File: src/rtl/scalar_multiply_seq_if.sv
// Handshake and operand/result bundle for scalar_multiply_seq.
// The master issues requests; the slave (the multiplier) returns busy/done and results.
interface scalar_multiply_seq_if #(
  parameter int N_ELEM = 4
);
  logic                    start;
  logic [N_ELEM-1:0][31:0] vector1;
  logic signed [31:0]      scalar;
  logic                    busy;
  logic                    done;
  logic [N_ELEM-1:0][31:0] out;

  modport master (
    output start, vector1, scalar,
    input  busy, done, out
  );

  modport slave (
    input  start, vector1, scalar,
    output busy, done, out
  );
endinterface

File: src/rtl/scalar_multiply_seq.sv
// Sequential element-wise vector * scalar: one signed 32x32 multiply per clock,
// start/busy/done handshake, result vector held until the next accepted start.
module scalar_multiply_seq #(
  parameter int N_ELEM   = 4,
  parameter bit SATURATE = 1'b0
) (
  input logic                  clk,
  input logic                  reset,
  scalar_multiply_seq_if.slave bus
);

  localparam int            IW   = (N_ELEM > 1) ? $clog2(N_ELEM) : 1;
  localparam logic [IW-1:0] LAST = IW'(N_ELEM - 1);

  typedef enum logic [1:0] {
    IDLE,
    RUN,
    DONE
  } state_t;

  state_t                  state_q, state_d;
  logic [IW-1:0]           idx_q;
  logic [N_ELEM-1:0][31:0] vec_q;
  logic signed [31:0]      scal_q;
  logic [N_ELEM-1:0][31:0] out_q;

  logic signed [63:0]      op_a, op_b, prod;
  logic [31:0]             res;

  // Full-width signed product; both operands sign-extended so the low 64 bits are exact.
  always_comb begin
    op_a = {{32{vec_q[idx_q][31]}}, vec_q[idx_q]};
    op_b = {{32{scal_q[31]}}, scal_q};
    prod = op_a * op_b;
    res  = prod[31:0];
    if (SATURATE) begin
      if (prod > 64'sh0000_0000_7FFF_FFFF)
        res = 32'h7FFF_FFFF;
      else if (prod < -64'sh0000_0000_8000_0000)
        res = 32'h8000_0000;
    end
  end

  // NOTE: state registers use non-blocking assignments so every flop samples pre-edge values.
  always_ff @(posedge clk) begin
    if (reset) state_q <= IDLE;
    else       state_q <= state_d;
  end

  // NOTE: state_d gets its default before the case so no path leaves it unassigned (no latch).
  always_comb begin
    state_d = state_q;
    case (state_q)
      IDLE:    if (bus.start) state_d = RUN;
      RUN:     if (idx_q == LAST) state_d = DONE;
      DONE:    state_d = IDLE;
      default: state_d = IDLE;
    endcase
  end

  // NOTE: the result and snapshot arrays are reset explicitly because an aborted run must read back as zero.
  always_ff @(posedge clk) begin
    if (reset) begin
      idx_q  <= '0;
      vec_q  <= '0;
      scal_q <= '0;
      out_q  <= '0;
    end else begin
      case (state_q)
        IDLE: begin
          if (bus.start) begin
            vec_q  <= bus.vector1;
            scal_q <= bus.scalar;
            out_q  <= '0;
            idx_q  <= '0;
          end
        end
        RUN: begin
          out_q[idx_q] <= res;
          idx_q        <= (idx_q == LAST) ? '0 : idx_q + 1'b1;
        end
        default: ;
      endcase
    end
  end

  assign bus.busy = (state_q == RUN);
  assign bus.done = (state_q == DONE);
  assign bus.out  = out_q;

endmodule

File: src/flat_wrapper.sv
// flat-port wrapper written by rule: the top's interface ports become plain ports
module scalar_multiply_seq_flat 
#(
  parameter int N_ELEM   = 4,
  parameter bit SATURATE = 1'b0
)
  (clk, reset, bus_start, bus_vector1, bus_scalar, bus_busy, bus_done, bus_out);
  scalar_multiply_seq_if #(.N_ELEM(N_ELEM)) bus_i ();
  input logic clk;
  input logic reset;
  input wire logic [$bits(bus_i.start)-1:0] bus_start;
  input wire logic [$bits(bus_i.vector1)-1:0] bus_vector1;
  input wire logic [$bits(bus_i.scalar)-1:0] bus_scalar;
  output wire logic [$bits(bus_i.busy)-1:0] bus_busy;
  output wire logic [$bits(bus_i.done)-1:0] bus_done;
  output wire logic [$bits(bus_i.out)-1:0] bus_out;
  assign bus_i.start = bus_start;
  assign bus_i.vector1 = bus_vector1;
  assign bus_i.scalar = bus_scalar;
  assign bus_busy = bus_i.busy;
  assign bus_done = bus_i.done;
  assign bus_out = bus_i.out;
  scalar_multiply_seq #(.N_ELEM(N_ELEM), .SATURATE(SATURATE)) u_core (.clk(clk), .reset(reset), .bus(bus_i));
endmodule
File: config.mk
export PLATFORM = sky130hd
export DESIGN_NAME = scalar_multiply_seq_flat
export DESIGN_NICKNAME = d
export VERILOG_FILES = /design/src/rtl/scalar_multiply_seq_if.sv /design/src/rtl/scalar_multiply_seq.sv /design/src/flat_wrapper.sv
export SDC_FILE = /design/constraint.sdc
export NUM_CORES = 2
export LEC_CHECK = 0
export CORE_MARGIN = 5
export CORE_UTILIZATION = 53
export DETAILED_ROUTE_END_ITERATION = 8
export PLACE_DENSITY = 0.77
export SETUP_SLACK_MARGIN = 0.15
export SYNTH_ARGS = -nofsm -noshare
export SYNTH_HDL_FRONTEND = slang
export SYNTH_SLANG_ARGS = --single-unit
File: constraint.sdc
create_clock -name clk -period 7.5 [get_ports clk]
set_clock_uncertainty 0.15 [all_clocks]
set_input_delay 1.5 -clock clk [delete_from_list [all_inputs] [get_ports clk]]
set_output_delay 1.5 -clock clk [all_outputs]
set_load 0.005 [all_outputs]
==> impl_metrics.csv <==
group,metric,value,unit
outcome,status,"complete, but fails checks",
outcome,violations,"setup timing",
sta,worst_pin_slew,0.984,ns
yosys,syn_avg_cell_area,9.08,µm²
clock_network,cts.path.max_buffers,3,
power,irDropWorstVdd,0.143,mV
route,avgRoutedWirePerCell,20.2,µm
sta,setup_viol,58,
floorplanning,num_io_pins,293,
floorplanning,core,50300,µm²
route,routed_wl,81200,µm
route,drtIter0Drc,1701,
yosys,synth_area_leaders,"fa_1, dfxtp_1, and2_1",
clock_network,path_clk_slew,0.06,ns
route,dr_total_vias,22400,
clock_network,cts-root-buf,"clkbuf_16",
placed_design,place_congestion,0.988,
critical_path,crit_slowest_cell,"mux4_2",
yosys,ys_seq_area_share,21.7,%
sta,slew_headroom,34.3,%
sta,whs,0.305,ns
grt,grt_pass1_vias,23900,
yosys,synth_area_leader_cell,"fa_1",
power,seqPwrFrac,33.6,%
sta,final.setup.worst_slack,-0.396,ns
clock_network,cts.sinks,292,
yosys,synth_cell_types,57,
min_path,whs_endpoint,"u_core.vec_q[62]$_SDFFE_PP0P_",
critical_path,cp-end-kind,"register",
sta,tns,-12.37,ns
power,sw_frac_of_total,33.6,%
yosys,yosys_register_bits,292,
critical_path,cp_max_fo,7,
grt,gr-total-overflow,0,
sta,slew_viol_final,0,
critical_path,critPathLaunchType,"register",
floorplanning,die_w,236,µm
sta,fmax,0.127,GHz
yosys,yosys-top-cells-count,"nand2_1, inv_1, fa_1, and2_1, dfxtp_1",
placed_design,dpl-instance-area,31700,µm²
yosys,yosysMostFrequentCell,"nand2_1",
yosys,yosysWarnings,0,
clock_network,cts_max_level,1,
floorplanning,die-height,236,µm
power,p_clk_share,31.3,%
sta,min_period,7.90,ns
floorplanning,die-area,55500,µm²
critical_path,crit_family,"adder cells",
min_path,hold_start,"u_core.vec_q[62]$_SDFFE_PP0P_",
sta,hold_viol,0,
critical_path,path_common_cell,"fa_1",
yosys,synth_top_area_share,30.3,%
placed_design,dp_hpwl,62500,µm
grt,grt_max_degree,100,
critical_path,reg2regPathDepth,28,
finish,drive_above_1_share,12.6,%
critical_path,critPathBufInv,8,
yosys,synth-main-ff-cell,"dfxtp_1",
route,first_pass_iters,6,
clock_network,cts_made_buffers,30,
yosys,synth-edff-count,0,
grt,grt_pass1_wl,127000,µm
power,p_per_area,151,nW/µm²
power,leakagePower,0.0151,µW
route,antenna_left,0,
yosys,syn_nets,3697,
finish,antenna_cells,0,
sta,min_period_over_period,105,%
power,power_frac_comb,35.1,%
critical_path,reg2reg_slack,-0.40,ns
power,switchingPower,1700,µW
critical_path,required,7.79,ns
finish,final_cell_area,33700,µm²
clock_network,cts_tree,"yes",
route,drc,0,
critical_path,r2r_end,"u_core.bus.out[56]$_SDFFE_PP0P_",
power,internal_power,3370,µW
route,avgViaCountPerCell,5.57,
floorplanning,rows,82,
floorplanning,initial_core_util,53.7,%
critical_path,worstPathArrival,8.19,ns
yosys,syn-instance-count,2972,
yosys,async_flop_share,0,%
flow_run,cap_violations,0,
finish,final_nets,4053,
critical_path,max_stage_delay,0.63,ns
sta,rsz0062_at_grt,"yes",
min_path,worstHoldPathType,"reg -> reg",
grt,antenna_found_initial,0,
clock_network,clock_latency,0.60,ns
critical_path,critPathKind,"reg -> reg",
yosys,netlist_area,27000,µm²
placed_design,io_buffers,292,
min_path,hold_depth,2,
critical_path,timing.rr.start,"u_core.idx_q[0]$_SDFFE_PP0P_",
placed_design,dp_slack,-0.577,ns
grt,track_usage,28.3,%
finish,area_growth,24.8,%
==> power groups by stage <==
| stage | sequential [µW] | clock [µW] | combinational, µW |
|---|---|---|---|
| after floorplan | 1690 | 0 | 939 |
| after global placement | 1730 | 0 | 1550 |
| after detailed placement | 1730 | 0 | 1590 |
| after CTS | 1700 | 1600 | 1700 |
| after global routing | 1710 | 1660 | 1920 |
| final | 1710 | 1590 | 1780 |
==> layout make-up <==
class                      instances  area [µm²]
timing repair buffer             508        4810
sequential                       292        5850
multi-input combinational       2075       19500
tap                              672         841
fill                            3906       16600
inverter                         421        1580
clock inverter                    16         229
clock buffer                      40         848
==> stage by stage <==
| stage | std cells | power [µW] | util (%) |
|---|---|---|---|
| global placement | 3943 | 3280 | 63.1 |
| global route | 4024 | 5290 | 67.0 |
| finish | 4024 | 5070 | 67.0 |
| detailed placement | 3943 | 3320 | 63.1 |
| CTS | 4012 | 5000 | 66.2 |
| floorplan | 2972 | 2630 | - |
==> cells in the final DEF (no fill, tap or decap), types with 9 or more instances in the layout <==
cell type	n
nor2b_1	43
clkdlybuf4s50_1	291
nand2_1	507
fa_2	15
a21oi_1	183
clkbuf_16	31
nor2_1	98
xor2_1	14
a22oi_1	58
dfxtp_1	291
inv_1	415
ha_1	141
buf_4	183
buf_6	19
ha_4	13
fa_1	393
nand2b_1	11
a21o_1	11
o21ai_2	13
nand3_1	12
a22oi_2	9
xnor2_1	44
buf_12	14
and2_1	317
mux4_2	29
a22o_1	24
==> per-layer routing <==
layer	global-route usage [%]	vias up	share of wire [%]	wire, µm
met3	4.31	254	7.7	6250
met5	0	-	0	0
met1	35.7	11200	37	30300
met4	13.7	0	6.0	4870
li1	-	9896	-	-
met2	47.8	1069	49	39700
==> worst max-delay path by stage <==
stage,from,to,slack [ns],cells after the start
finish,u_core.idx_q[0]$_SDFFE_PP0P_,u_core.bus.out[56]$_SDFFE_PP0P_,-0.40,28
global route,u_core.idx_q[0]$_SDFFE_PP0P_,u_core.bus.out[56]$_SDFFE_PP0P_,-0.62,28
CTS,u_core.idx_q[0]$_SDFFE_PP0P_,u_core.bus.out[94]$_SDFFE_PP0P_,-0.33,23
detailed placement,u_core.idx_q[0]$_SDFFE_PP0P_,u_core.bus.out[93]$_SDFFE_PP0P_,-0.58,27
global placement,u_core.idx_q[0]$_SDFFE_PP0P_,u_core.bus.out[29]$_SDFFE_PP0P_,-0.34,24
floorplan,u_core.idx_q[0]$_SDFFE_PP0P_,u_core.bus.out[61]$_SDFFE_PP0P_,-0.28,29
==> worst reg2reg max path, delay by kind of cell, from the launching register on <==
| family | cells | cell delay [ns] |
|---|---|---|
| fa+ha+maj | 9 | 3.90 |
| compound gates | 7 | 1.17 |
| buf+inv | 8 | 0.88 |
| mux | 1 | 0.63 |
| simple gates | 3 | 0.59 |
| flops | 1 | 0.42 |
==> flip-flops by register name (all words and copies together) (netlist names) <==
register        cells
u_core.scal_q      32
u_core.state_q      2
u_core.vec_q      128
u_core.idx_q        2
u_core.bus.out    128
==> logic make-up after synthesis <==
logic type | synth area share (%)
muxes | 2.82
buffers and inverters | 8.59
adders and majority gates | 37.4
DFF | 21.7
xor gates and xnor gates | 2.91
AOI/OAI and AO/OA | 8.40
and+or+nand+nor | 18.2
==> what timing repair did <==
item	in CTS	in global routing
resized for setup	75	47
endpoints found under the setup margin	71	78
pin swaps	19	22
gates cloned	1	1
setup buffers	12	11
hold buffers	0	0
No activity file was read; power rests on OpenSTA's default activity.
